File: src/rtl/mem_align_if.sv
// mem_align_if: groups the control-side request/response and the
// physical memory port of the load/store alignment stage.
//   slave  : view of the alignment unit itself
//   master : view of the surrounding control FSM and memory
interface mem_align_if #(
   parameter int ADDR_W = 32
);
   // control request / response
   logic              req_read;
   logic              req_write;
   logic [2:0]        req_funct3;
   logic [ADDR_W-1:0] req_addr;
   logic [31:0]       req_wdata;
   logic              resp;
   logic              fault;
   logic [31:0]       rdata;
   // physical memory port
   logic              mem_read;
   logic              mem_write;
   logic [ADDR_W-1:0] mem_address;
   logic [3:0]        mem_byte_enable;
   logic [31:0]       mem_wdata;
   logic [31:0]       mem_rdata;
   logic              mem_resp;

   modport slave (
      input  req_read, req_write, req_funct3, req_addr, req_wdata,
      input  mem_rdata, mem_resp,
      output resp, fault, rdata,
      output mem_read, mem_write, mem_address, mem_byte_enable, mem_wdata
   );

   modport master (
      output req_read, req_write, req_funct3, req_addr, req_wdata,
      output mem_rdata, mem_resp,
      input  resp, fault, rdata,
      input  mem_read, mem_write, mem_address, mem_byte_enable, mem_wdata
   );
endinterface

File: src/rtl/mem_align_unit.sv
// mem_align_unit: load/store alignment stage between the multicycle
// control FSM and the word-wide memory port. Generates word-aligned
// addresses, byte enables and lane-shifted store data, splits accesses
// that straddle a word boundary into two bus transactions, and extracts
// and extends load data. All bus outputs are flops; nothing from req_*
// reaches mem_* without passing through a register.
module mem_align_unit #(
   parameter int ADDR_W = 32
) (
   input  logic        clk,
   input  logic        rst,
   mem_align_if.slave  bus
);

   typedef enum logic [1:0] {IDLE, ACC0, ACC1, DONE} state_t;

   state_t            state;

   // latched request fields
   logic [2:0]        f3_q;
   logic [ADDR_W-1:0] addr_q;
   logic [31:0]       wdata_q;
   logic              write_q;
   logic [31:0]       lo_q;

   // registered outputs
   logic              resp_q;
   logic              fault_q;
   logic [31:0]       rdata_q;
   logic              mem_read_q;
   logic              mem_write_q;
   logic [ADDR_W-1:0] mem_address_q;
   logic [3:0]        mem_be_q;
   logic [31:0]       mem_wdata_q;

   // lane computation source: live request while idle, latched fields after
   logic [2:0]        cur_f3;
   logic [1:0]        cur_off;
   logic [31:0]       cur_wdata;
   logic [3:0]        cur_size;
   logic [3:0]        cur_mask;
   logic [7:0]        be_wide;
   logic [63:0]       wd_wide;
   logic              split;
   logic              req_illegal;
   logic [ADDR_W-3:0] next_word;

   // Extract size bytes starting at byte off of {hi,lo} and extend them.
   function automatic logic [31:0] load_extract(input logic [2:0]  f3,
                                                input logic [1:0]  off,
                                                input logic [31:0] hi,
                                                input logic [31:0] lo);
      logic [63:0] sh;
      sh = {hi, lo} >> {off, 3'b000};
      case (f3)
         3'b000:  load_extract = {{24{sh[7]}}, sh[7:0]};
         3'b001:  load_extract = {{16{sh[15]}}, sh[15:0]};
         3'b100:  load_extract = {24'h0, sh[7:0]};
         3'b101:  load_extract = {16'h0, sh[15:0]};
         default: load_extract = sh[31:0];
      endcase
   endfunction

   // Byte lanes and shifted data. The low half of each wide value is the
   // first word's view; the high half is what spills into the next word.
   always_comb begin
      cur_f3    = (state == IDLE) ? bus.req_funct3    : f3_q;
      cur_off   = (state == IDLE) ? bus.req_addr[1:0] : addr_q[1:0];
      cur_wdata = (state == IDLE) ? bus.req_wdata     : wdata_q;
      case (cur_f3[1:0])
         2'b00:   begin cur_size = 4'd1; cur_mask = 4'b0001; end
         2'b01:   begin cur_size = 4'd2; cur_mask = 4'b0011; end
         default: begin cur_size = 4'd4; cur_mask = 4'b1111; end
      endcase
      be_wide   = {4'b0000, cur_mask} << cur_off;
      wd_wide   = {32'h0, cur_wdata} << {cur_off, 3'b000};
      split     = ({2'b00, cur_off} + cur_size) > 4'd4;
      next_word = addr_q[ADDR_W-1:2] + {{(ADDR_W-3){1'b0}}, 1'b1};
   end

   // Legality of the live request: both strobes at once, or a funct3
   // that has no meaning for the requested direction.
   always_comb begin
      req_illegal = 1'b0;
      if (bus.req_read && bus.req_write)
         req_illegal = 1'b1;
      else if (bus.req_write)
         req_illegal = bus.req_funct3[2] || (bus.req_funct3[1:0] == 2'b11);
      else
         req_illegal = (bus.req_funct3[1:0] == 2'b11) || (bus.req_funct3 == 3'b110);
   end

   // Control FSM with registered bus and response outputs.
   always_ff @(posedge clk or posedge rst) begin
      if (rst) begin
         state         <= IDLE;
         f3_q          <= '0;
         addr_q        <= '0;
         wdata_q       <= '0;
         write_q       <= 1'b0;
         lo_q          <= '0;
         resp_q        <= 1'b0;
         fault_q       <= 1'b0;
         rdata_q       <= '0;
         mem_read_q    <= 1'b0;
         mem_write_q   <= 1'b0;
         mem_address_q <= '0;
         mem_be_q      <= '0;
         mem_wdata_q   <= '0;
      end else begin
         case (state)
            IDLE: begin
               resp_q  <= 1'b0;
               fault_q <= 1'b0;
               if (bus.req_read || bus.req_write) begin
                  f3_q    <= bus.req_funct3;
                  addr_q  <= bus.req_addr;
                  wdata_q <= bus.req_wdata;
                  write_q <= bus.req_write;
                  if (req_illegal) begin
                     state   <= DONE;
                     resp_q  <= 1'b1;
                     fault_q <= 1'b1;
                  end else begin
                     state         <= ACC0;
                     mem_read_q    <= ~bus.req_write;
                     mem_write_q   <= bus.req_write;
                     mem_address_q <= {bus.req_addr[ADDR_W-1:2], 2'b00};
                     mem_be_q      <= be_wide[3:0];
                     mem_wdata_q   <= wd_wide[31:0];
                  end
               end
            end
            ACC0: begin
               if (bus.mem_resp) begin
                  lo_q <= bus.mem_rdata;
                  if (split) begin
                     // strobe stays up; second word of the straddling access
                     state         <= ACC1;
                     mem_address_q <= {next_word, 2'b00};
                     mem_be_q      <= be_wide[7:4];
                     mem_wdata_q   <= wd_wide[63:32];
                  end else begin
                     state       <= DONE;
                     mem_read_q  <= 1'b0;
                     mem_write_q <= 1'b0;
                     resp_q      <= 1'b1;
                     if (!write_q)
                        rdata_q <= load_extract(f3_q, addr_q[1:0], 32'h0, bus.mem_rdata);
                  end
               end
            end
            ACC1: begin
               if (bus.mem_resp) begin
                  state       <= DONE;
                  mem_read_q  <= 1'b0;
                  mem_write_q <= 1'b0;
                  resp_q      <= 1'b1;
                  if (!write_q)
                     rdata_q <= load_extract(f3_q, addr_q[1:0], bus.mem_rdata, lo_q);
               end
            end
            default: begin
               // DONE: one-cycle pulse, requests ignored
               resp_q  <= 1'b0;
               fault_q <= 1'b0;
               state   <= IDLE;
            end
         endcase
      end
   end

   assign bus.resp            = resp_q;
   assign bus.fault           = fault_q;
   assign bus.rdata           = rdata_q;
   assign bus.mem_read        = mem_read_q;
   assign bus.mem_write       = mem_write_q;
   assign bus.mem_address     = mem_address_q;
   assign bus.mem_byte_enable = mem_be_q;
   assign bus.mem_wdata       = mem_wdata_q;

endmodule

File: src/flat_wrapper.sv
// flat-port wrapper written by rule: the top's interface ports become plain ports
module mem_align_unit_flat 
#(
   parameter int ADDR_W = 32
)
  (clk, rst, bus_req_read, bus_req_write, bus_req_funct3, bus_req_addr, bus_req_wdata, bus_mem_rdata, bus_mem_resp, bus_resp, bus_fault, bus_rdata, bus_mem_read, bus_mem_write, bus_mem_address, bus_mem_byte_enable, bus_mem_wdata);
  mem_align_if #(.ADDR_W(ADDR_W)) bus_i ();
  input  logic clk;
  input  logic rst;
  input wire logic [$bits(bus_i.req_read)-1:0] bus_req_read;
  input wire logic [$bits(bus_i.req_write)-1:0] bus_req_write;
  input wire logic [$bits(bus_i.req_funct3)-1:0] bus_req_funct3;
  input wire logic [$bits(bus_i.req_addr)-1:0] bus_req_addr;
  input wire logic [$bits(bus_i.req_wdata)-1:0] bus_req_wdata;
  input wire logic [$bits(bus_i.mem_rdata)-1:0] bus_mem_rdata;
  input wire logic [$bits(bus_i.mem_resp)-1:0] bus_mem_resp;
  output wire logic [$bits(bus_i.resp)-1:0] bus_resp;
  output wire logic [$bits(bus_i.fault)-1:0] bus_fault;
  output wire logic [$bits(bus_i.rdata)-1:0] bus_rdata;
  output wire logic [$bits(bus_i.mem_read)-1:0] bus_mem_read;
  output wire logic [$bits(bus_i.mem_write)-1:0] bus_mem_write;
  output wire logic [$bits(bus_i.mem_address)-1:0] bus_mem_address;
  output wire logic [$bits(bus_i.mem_byte_enable)-1:0] bus_mem_byte_enable;
  output wire logic [$bits(bus_i.mem_wdata)-1:0] bus_mem_wdata;
  assign bus_i.req_read = bus_req_read;
  assign bus_i.req_write = bus_req_write;
  assign bus_i.req_funct3 = bus_req_funct3;
  assign bus_i.req_addr = bus_req_addr;
  assign bus_i.req_wdata = bus_req_wdata;
  assign bus_i.mem_rdata = bus_mem_rdata;
  assign bus_i.mem_resp = bus_mem_resp;
  assign bus_resp = bus_i.resp;
  assign bus_fault = bus_i.fault;
  assign bus_rdata = bus_i.rdata;
  assign bus_mem_read = bus_i.mem_read;
  assign bus_mem_write = bus_i.mem_write;
  assign bus_mem_address = bus_i.mem_address;
  assign bus_mem_byte_enable = bus_i.mem_byte_enable;
  assign bus_mem_wdata = bus_i.mem_wdata;
  mem_align_unit #(.ADDR_W(ADDR_W)) u_core (.clk(clk), .rst(rst), .bus(bus_i));
endmodule
File: config.mk
export PLATFORM = sky130hd
export DESIGN_NAME = mem_align_unit_flat
export DESIGN_NICKNAME = d
export VERILOG_FILES = /design/src/rtl/mem_align_if.sv /design/src/rtl/mem_align_unit.sv /design/src/flat_wrapper.sv
export SDC_FILE = /design/constraint.sdc
export NUM_CORES = 1
export LEC_CHECK = 0
export CORE_MARGIN = 1
export CORE_UTILIZATION = 40
export DETAILED_ROUTE_END_ITERATION = 10
export PLACE_DENSITY = 0.65
export SLEW_MARGIN = 25
export SYNTH_ARGS = -nofsm -noshare
export SYNTH_HDL_FRONTEND = slang
export SYNTH_SLANG_ARGS = --single-unit
File: constraint.sdc
create_clock -name clk -period 15.8 [get_ports clk]
set_input_delay 3.16 -clock clk [delete_from_list [all_inputs] [get_ports clk]]
set_output_delay 3.16 -clock clk [all_outputs]
set_load 0.02 [all_outputs]
==> impl_metrics.ini, run 1 <==
[timing]
fmax_mhz = 154.8
fin_crit_ns = 6.459
finalSetupViolCount = 0
tns_ns = 0
slew_headroom_pct = 36.25
rsz0062_at_grt = no
timing.final.crit_share_pct = 40.88
finClkSkew_ns = 0.01455
tightest_slew_ns = 0.9562
maxSlewViolCount = 0
finalHoldViolations = 0

[clock_tree]
cts_buffers = 24
cts.sinks = 204
clk_pin_slew_ns = 0.06
cts_tree = yes
root_buffer = clkbuf_16
clk_latency_ns = 0.51
cts-htree-levels = 1
cts_buffer_depth = 3
hold_buffers = 0
cts_resized = 0
cts_setup_buffers = 0

[synth]
synthTopCellsByArea = dfrtp_1 43%, mux2_2 14%, mux2i_1 7.4%, nand2_1 4.3%, o21ai_0 3.2%
yosysWarnings = 0
synth_seq_cells = 204
syn_area_mm2 = 0.01182
synth_top_area_cell = dfrtp_1
synth_edf_count = 0
synth.top_cell.area_share_pct = 43.19
synth.avg_cell_area_um2 = 10.28
ys.flop_type = dfrtp_1
syn_inst = 1150
ys_seq_area_share_pct = 43.19
synthArstFlopShare_pct = 100.0
ys_types = 57

[floorplan]
die-area_mm2 = 0.03024
die_w_um = 173.9
die_h_um = 173.9
core-area_mm2 = 0.02886
ioPinCount = 208
initial_core_util_pct = 40.96
rows = 62

[final_layout]
multi_input_area_mm2 = 0.006346
seq_area_mm2 = 0.005110
final_common_cell = clkdlybuf4s50_1
layout-drive-gt1-share_pct = 17.95
final_nets = 1423
syn_to_final_growth_pct = 26.23
nFillCells = 2628
mostFrequentLayoutCells = 205 x clkdlybuf4s50_1, 202 x dfrtp_1, 148 x mux2_2
fin_util_pct = 51.70
diodes = 0

[run_status]
status = completed

[power]
power_leakage_nw = 6.096
ir_drop_uv = 117.5
powerDensity_mw_per_mm2 = 250.8

[global_routing]
grt_pass1_wl_um = 52700
grt_max_degree = 132
antenna_found_initial = 2
track_usage_pct = 21.88
overflow = 0
grt_pass1_vias = 9181

[placement]
hpwl_um = 23170
io_buffers = 205
place.gp.congestion = 0.9113

[flow_run]
max_cap_viol_count = 0

[min_path]
hp-start = u_core.bus.mem_address[3]$_DFFE_PP0P_
hold_class = flip-flop to flip-flop

[drt]
avgRoutedWirePerCell_um = 19.42
first_pass_iters = 5
via_per_inst = 5.563
wl_um = 33200
antenna_left = 0
vias = 9512
drt-initial-drc-count = 792
drc_errors = 0

[setup_path]
cp.required_ns = 16.19
path_class = input pin to flip-flop
worstPathMaxFanout = 53
rr_startpoint = u_core.state[0]$_DFFE_PP0P_
startpoint = bus_req_addr[0]
crit_path_start_kind = input pin
arrival_ns = 6.85
worstSetupEndpointType = flip-flop
per-stage QoR:
step / hold slack [ns] / setup WS (ns) / total power, W / cells / area, um^2
5_1_grt: 0.5017 / 9.051 / 0.004008 / 1710 / 14920
2_1_floorplan: 0.4541 / 7.073 / 0.002510 / 1151 / 11820
4_1_cts: 0.4823 / 9.353 / 0.003751 / 1710 / 14920
3_5_place_dp: 0.4687 / 8.833 / 0.003181 / 1667 / 14120
3_3_place_gp: 0.4613 / 8.882 / 0.003144 / 1667 / 14120
6_report: 0.4737 / 9.341 / 0.003742 / 1710 / 14920
synth_stat cells, types with 13 or more instances:
library cell  instances
dfrtp_1             204
mux2_2              148
nand2_1             135
mux2i_1              87
nor2_1               84
o21ai_0              76
clkbuf_1             50
a21oi_1              44
buf_2                26
nand3_1              25
o21a_1               23
o221ai_1             19
xnor2_1              17
mux4_2               16
nand2b_1             15
o21ai_1              13
path summary, 6_finish.rpt:
path	to	slack, ns	cells after the start
worst min register to register	u_core.bus.mem_address[3]$_DFFE_PP0P_	0.47	2
min in group asynchronous	u_core.lo_q[2]$_DFFE_PP0P_	3.26	2
worst max register to register	u_core.bus.rdata[31]$_DFFE_PP0P_	11.21	12
max in group asynchronous	u_core.addr_q[0]$_DFFE_PP0P_	11.27	3
worst max-delay path	u_core.bus.rdata[31]$_DFFE_PP0P_	9.34	9
worst min-delay path	u_core.bus.mem_address[3]$_DFFE_PP0P_	0.47	2
power breakdown:
group | switching [W] | internal [W] | total [W]
registers | 0.000210 | 0.000801 | 0.00101
logic | 0.00121 | 0.000968 | 0.00218
clock network | 0.000219 | 0.000332 | 0.000551
worst max-delay path: stages:
cell and delay (ns):
clkdlybuf4s50_1 0.68, mux2_2 0.57, ha_1 0.29, fa_1 0.42
xnor2_2 0.16, nor2_1 0.47, o41a_2 0.79, a221oi_1 0.11
a21o_1 0.19
routing by layer:
metal  up-vias  track usage (%)  share of wire [%]
met5         -                0              0.036
met4         2            5.848                2.2
met3        47            5.118                8.2
met2       366            32.85                 44
met1      4589            31.54                 46
li1       4508                -                  -
cells by family (layout without fill, tap and decap cells):
family / count (synthesis) / in the layout / synth area share, %
XOR/XNOR: 27 / 27 / 2.064
AO/OA/AOI/OAI: 261 / 261 / 14.57
buffers and inverters: 95 / 270 / 3.388
other: 1 / 2 / 0.03173
multiplexers: 251 / 251 / 24.52
adder cells (fa/ha/maj): 10 / 10 / 1.122
AND/OR/NAND/NOR: 301 / 301 / 11.12
flip-flops: 204 / 204 / 43.19
cell type report:
| type | instances | share of cell area (%) |
|---|---|---|
| Multi-Input combinational cell | 852 | 42.54 |
| Sequential cell | 204 | 34.25 |
| Inverter | 11 | 0.3271 |
| Clock buffer | 34 | 4.822 |
| Tap cell | 384 | 3.220 |
| Clock inverter | 9 | 0.5116 |
| Timing Repair Buffer | 216 | 14.33 |
flip-flops by register name, indices dropped and copies added, names as in the netlist, 2 cells and up:
register / cells
u_core.addr_q: 32
u_core.bus.mem_address: 30
u_core.bus.mem_byte_enable: 4
u_core.bus.mem_wdata: 32
u_core.bus.rdata: 32
u_core.f3_q: 3
u_core.lo_q: 32
u_core.state: 2
u_core.wdata_q: 32
(Power assumes the default switching activity.)
==> inputs of run 2 (changes only) <==
==> constraint.sdc (replaced) <==
create_clock -name clk -period 5.96 [get_ports clk]
set_input_delay 1.192 -clock clk [delete_from_list [all_inputs] [get_ports clk]]
set_output_delay 1.192 -clock clk [all_outputs]
set_load 0.02 [all_outputs]
==> impl_metrics.ini, run 2 (synthesis gave the netlist of run 1 again) <==
[min_path]
hold_depth = 2
holdPathEnd = u_core.bus.mem_address[9]$_DFFE_PP0P_
hold_class = flip-flop to flip-flop
hp-start = u_core.bus.mem_address[9]$_DFFE_PP0P_

[timing]
rsz0062_at_grt = no
tightest_slew_ns = 0.9673
fin_crit_ns = 4.474
holdWs_ns = 0.4752
timing.final.crit_share_pct = 75.07
finalHoldViolations = 0
setup_slack_ns = 1.486
maxSlewViolCount = 0
finClkSkew_ns = 0.006655
finalSetupViolCount = 0
slew_headroom_pct = 35.51
tns_ns = 0
fmax_mhz = 223.5

[setup_path]
r2r_end = u_core.bus.rdata[1]$_DFFE_PP0P_
critPathMaxStageDelay_ns = 0.71
worstPathMaxFanout = 45
path_class = input pin to flip-flop
critPathBufInv = 2
crit_path_start_kind = input pin
cp_top_family = buffers and inverters
arrival_ns = 4.87
r2r_cells = 10
cpMaxStageDelayCell = o41a_2
worstSetupEndpointType = flip-flop
path_depth = 9
reg2reg_setup_slack_ns = 1.78
rr_startpoint = u_core.state[0]$_DFFE_PP0P_
startpoint = bus_req_addr[0]
cp.required_ns = 6.35
crit_chain = clkdlybuf4s50_1, mux2_2, ha_1, fa_1, xnor2_2, nor2_1, o41a_2, buf_4, o21ai_0

[clock_tree]
cts_buffers = 24
cts_tree = yes
cts_buffer_depth = 3
root_buffer = clkbuf_16
cts_setup_buffers = 0
hold_buffers = 0
cts-htree-levels = 1
cts.sinks = 204
clk_pin_slew_ns = 0.06
cts_resized = 0
clk_latency_ns = 0.51

[floorplan]
die-area_mm2 = 0.03024
rows = 62
core-area_mm2 = 0.02886
die_h_um = 173.9
ioPinCount = 208
die_w_um = 173.9
initial_core_util_pct = 40.96

[final_layout]
layout-drive-gt1-share_pct = 18.21
nFillCells = 2622
final_common_cell = clkdlybuf4s50_1
fin_util_pct = 52.20
syn_to_final_growth_pct = 27.45
mostFrequentLayoutCells = 205 x clkdlybuf4s50_1, 202 x dfrtp_1, 148 x mux2_2
diodes = 0
final_nets = 1426

[placement]
place.gp.congestion = 0.8883
hpwl_um = 23360
io_buffers = 205
pre_cts_slack_ns = 0.9304

[drt]
via_per_inst = 5.542
first_pass_iters = 5
dr_wl_met3_um = 2512
wl_um = 33170
top_layer = met4
drt-initial-drc-count = 852
antenna_left = 0
drc_errors = 0
avgRoutedWirePerCell_um = 19.36
wl_met2_um = 14680
met1_length_um = 15380
vias = 9493

[global_routing]
grt_pass1_wl_um = 53160
overflow = 0
antenna_found_initial = 0
grt_pass1_vias = 9260
track_usage_pct = 22.00
grt_max_degree = 109

[run_status]
status = completed

[power]
p_sw_share_pct = 42.92
ir_drop_uv = 355.8
p_sw_w = 0.004347
power.share.combinational_pct = 57.2
p_seq_share_pct = 26.5
clkPwrFrac_pct = 16.3
power_leakage_nw = 6.164
powerDensity_mw_per_mm2 = 672.4
p_int_w = 0.005782

[flow_run]
max_cap_viol_count = 0
-- run 2: cell types whose count changed in the layout (fill, tap and decap cells not counted) --
cell,before,now
buf_12,0,2
buf_4,10,12
buf_6,1,0
bufinv_16,1,5
clkbuf_1,3,2
clkbuf_8,6,7
clkinv_2,6,4
clkinv_4,1,0
inv_8,1,0
-- run 2: tightest hold or removal path, stage by stage, from the launching register on --
cell	delay (ns)
dfrtp_1	0.34
nand2_1	0.04
o21ai_0	0.06
-- run 2: per-layer routing --
layer  vias up  GRT usage [%]
met3        37          5.031
li1       4508              -
met2       329          33.08
met4         0          5.373
met5         -              0
met1      4619          31.93
-- run 2: worst max-delay path by stage --
stage	end	slack [ns]
after floorplan	u_core.bus.rdata[31]$_DFFE_PP0P_	2.05
after global placement	u_core.bus.rdata[1]$_DFFE_PP0P_	1.01
after detailed placement	u_core.bus.rdata[0]$_DFFE_PP0P_	0.93
after CTS	u_core.bus.rdata[25]$_DFFE_PP0P_	1.47
after global routing	u_core.bus.rdata[1]$_DFFE_PP0P_	1.17
final	u_core.bus.rdata[1]$_DFFE_PP0P_	1.49
-- run 2: layout make-up --
cell class              count  area, um^2  share of cell area (%)
clock buffers              34       729.5                   4.843
clock inverters             9       170.2                   1.130
inverters                  11       45.04                  0.2990
multi-input cells         852        6346                   42.13
flip-flops and latches    204        5110                   33.92
well taps                 384       480.5                   3.190
repair buffers            219        2182                   14.49
-- run 2: through the flow --
stage | area, um^2 | cells | power (W)
2_1_floorplan | 11830 | 1151 | 0.006655
3_3_place_gp | 14160 | 1670 | 0.008364
3_5_place_dp | 14160 | 1670 | 0.008470
4_1_cts | 15060 | 1713 | 0.01017
5_1_grt | 15060 | 1713 | 0.01084
6_report | 15060 | 1713 | 0.01013
-- run 2: power by group through the flow --
stage          logic, W  clock network (W)  registers [W]
3_3_place_gp    0.00568                  0        0.00268
3_5_place_dp    0.00577                  0        0.00270
6_report        0.00579            0.00165        0.00269
4_1_cts         0.00579            0.00170        0.00269
2_1_floorplan   0.00375                  0        0.00291
5_1_grt         0.00631            0.00174        0.00279
==> inputs of run 3 (changes only) <==
--- a/config.mk
+++ b/config.mk
@@ -8,7 +8,7 @@
 export CORE_MARGIN = 1
 export CORE_UTILIZATION = 40
 export DETAILED_ROUTE_END_ITERATION = 10
-export PLACE_DENSITY = 0.65
+export PLACE_DENSITY = 0.68
 export SLEW_MARGIN = 25
 export SYNTH_ARGS = -nofsm -noshare
 export SYNTH_HDL_FRONTEND = slang
==> constraint.sdc (replaced) <==
create_clock -name clk -period 3.65 [get_ports clk]
set_input_delay 0.73 -clock clk [delete_from_list [all_inputs] [get_ports clk]]
set_output_delay 0.73 -clock clk [all_outputs]
set_load 0.02 [all_outputs]
==> impl_metrics.ini, run 3 (synthesis gave the netlist of run 1 again) <==
[power]
ir_drop_uv = 511.7
powerDensity_mw_per_mm2 = 1110
p_int_w = 0.009774
power_leakage_nw = 6.332
clkPwrFrac_pct = 15.5
p_sw_w = 0.007262
p_seq_share_pct = 25.9
p_sw_share_pct = 42.63
power.share.combinational_pct = 58.6

[setup_path]
worstPathMaxFanout = 44
r2r_cells = 12
cp.required_ns = 4.09
arrival_ns = 3.80
path_class = flip-flop to flip-flop
crit_path_start_kind = flip-flop
worstSetupEndpointType = flip-flop

[drt]
antenna_left = 0
first_pass_iters = 5
vias = 9680
avgRoutedWirePerCell_um = 19.48
wl_um = 33940
drt-initial-drc-count = 605
drc_errors = 0
via_per_inst = 5.557

[clock_tree]
hold_buffers = 0
root_buffer = clkbuf_16
cts_buffers = 24
cts_tree = yes
cts-htree-levels = 1
clk_latency_ns = 0.52
cts.sinks = 204
clk_pin_slew_ns = 0.06
cts_setup_buffers = 0
cts_buffer_depth = 3
cts_resized = 0

[final_layout]
mostFrequentLayoutCells = 205 x clkdlybuf4s50_1, 202 x dfrtp_1, 148 x mux2_2
fin_util_pct = 53.19
finish.instance_area_mm2 = 0.01535
nFillCells = 2556
syn_to_final_growth_pct = 29.87
final_common_cell = clkdlybuf4s50_1
final_nets = 1453
layout-drive-gt1-share_pct = 20.04

[global_routing]
grt_max_degree = 105
grt_pass1_vias = 9514
grt_pass1_wl_um = 54150
overflow = 0
track_usage_pct = 22.41
antenna_found_initial = 1

[timing]
finClkSkew_ns = 0.01349
fmax_mhz = 297.5
finalSetupViolCount = 0
timing.final.crit_share_pct = 92.08
holdWs_ns = 0.4783
rsz0062_at_grt = no
maxSlewViolCount = 0
finalHoldViolations = 0
tightest_slew_ns = 0.7409
fin_crit_ns = 3.361
tns_ns = 0
slew_headroom_pct = 50.42

[placement]
io_buffers = 205
place.gp.congestion = 0.9474
placed_area_mm2 = 0.01447
hpwl_um = 24680

[min_path]
hold_depth = 2
hold_class = flip-flop to flip-flop

[run_status]
status = completed

[flow_run]
max_cap_viol_count = 0

[floorplan]
die-area_mm2 = 0.03024
rows = 62
initial_core_util_pct = 40.96
die_h_um = 173.9
core-area_mm2 = 0.02886
ioPinCount = 208
die_w_um = 173.9
## run 3: metal layers
metal | track usage [%] | part of all wire, %
met4 | 6.323 | 2.2
met1 | 32.58 | 47
met5 | 1.603 | 0.19
met2 | 33.63 | 44
met3 | 4.418 | 6.6
## run 3: power by group through the flow
| stage | Sequential [W] | Clock (W) | Combinational, W |
|---|---|---|---|
| floorplan | 0.00475 | 0 | 0.00612 |
| global route | 0.00456 | 0.00280 | 0.0108 |
| detailed placement | 0.00443 | 0 | 0.00989 |
| finish | 0.00442 | 0.00264 | 0.00998 |
| global placement | 0.00439 | 0 | 0.00969 |
| CTS | 0.00441 | 0.00271 | 0.00993 |
## run 3: area by class of cell
| cell class | instances | area, um^2 | area share (%) |
|---|---|---|---|
| flip-flops and latches | 204 | 5110 | 33.29 |
| diodes | 1 | 2.502 | 0.01630 |
| repair buffers | 246 | 2485 | 16.19 |
| clock inverters | 15 | 200.2 | 1.304 |
| multi-input cells | 852 | 6346 | 41.34 |
| clock buffers | 29 | 680.7 | 4.434 |
| well taps | 384 | 480.5 | 3.130 |
| inverters | 11 | 45.04 | 0.2934 |
## run 3: stage by stage
| step | total power [W] | cells | worst slack, ns |
|---|---|---|---|
| after CTS | 0.01705 | 1741 | 0.3039 |
| after detailed placement | 0.01431 | 1697 | 0.08916 |
| after global placement | 0.01408 | 1697 | 0.1417 |
| final | 0.01704 | 1742 | 0.2889 |
| after global routing | 0.01816 | 1742 | 0.1067 |
| after floorplan | 0.01087 | 1151 | 0.1608 |
## run 3: critical path: stages (launching register included)
cell      delay, ns
dfrtp_1        0.41
inv_1          0.12
ha_2           0.35
mux2_2         0.39
ha_1           0.24
fa_1           0.42
xnor2_2        0.17
nor2_1         0.17
buf_4          0.18
o21a_1         0.18
buf_12         0.22
nand2_1        0.18
o211ai_1       0.24
## run 3: path summary, 6_finish.rpt
path / start / to / slack, ns
setup / recovery: u_core.state[0]$_DFFE_PP0P_ / u_core.bus.mem_address[31]$_DFFE_PP0P_ / 0.29
hold / removal: u_core.bus.rdata[13]$_DFFE_PP0P_ / u_core.bus.rdata[13]$_DFFE_PP0P_ / 0.48
setup reg to reg: u_core.state[0]$_DFFE_PP0P_ / u_core.bus.mem_address[31]$_DFFE_PP0P_ / 0.29
hold reg to reg: u_core.bus.rdata[13]$_DFFE_PP0P_ / u_core.bus.rdata[13]$_DFFE_PP0P_ / 0.48
max in group asynchronous: rst / u_core.addr_q[0]$_DFFE_PP0P_ / 2.10
min in group asynchronous: rst / u_core.bus.mem_address[7]$_DFFE_PP0P_ / 0.59
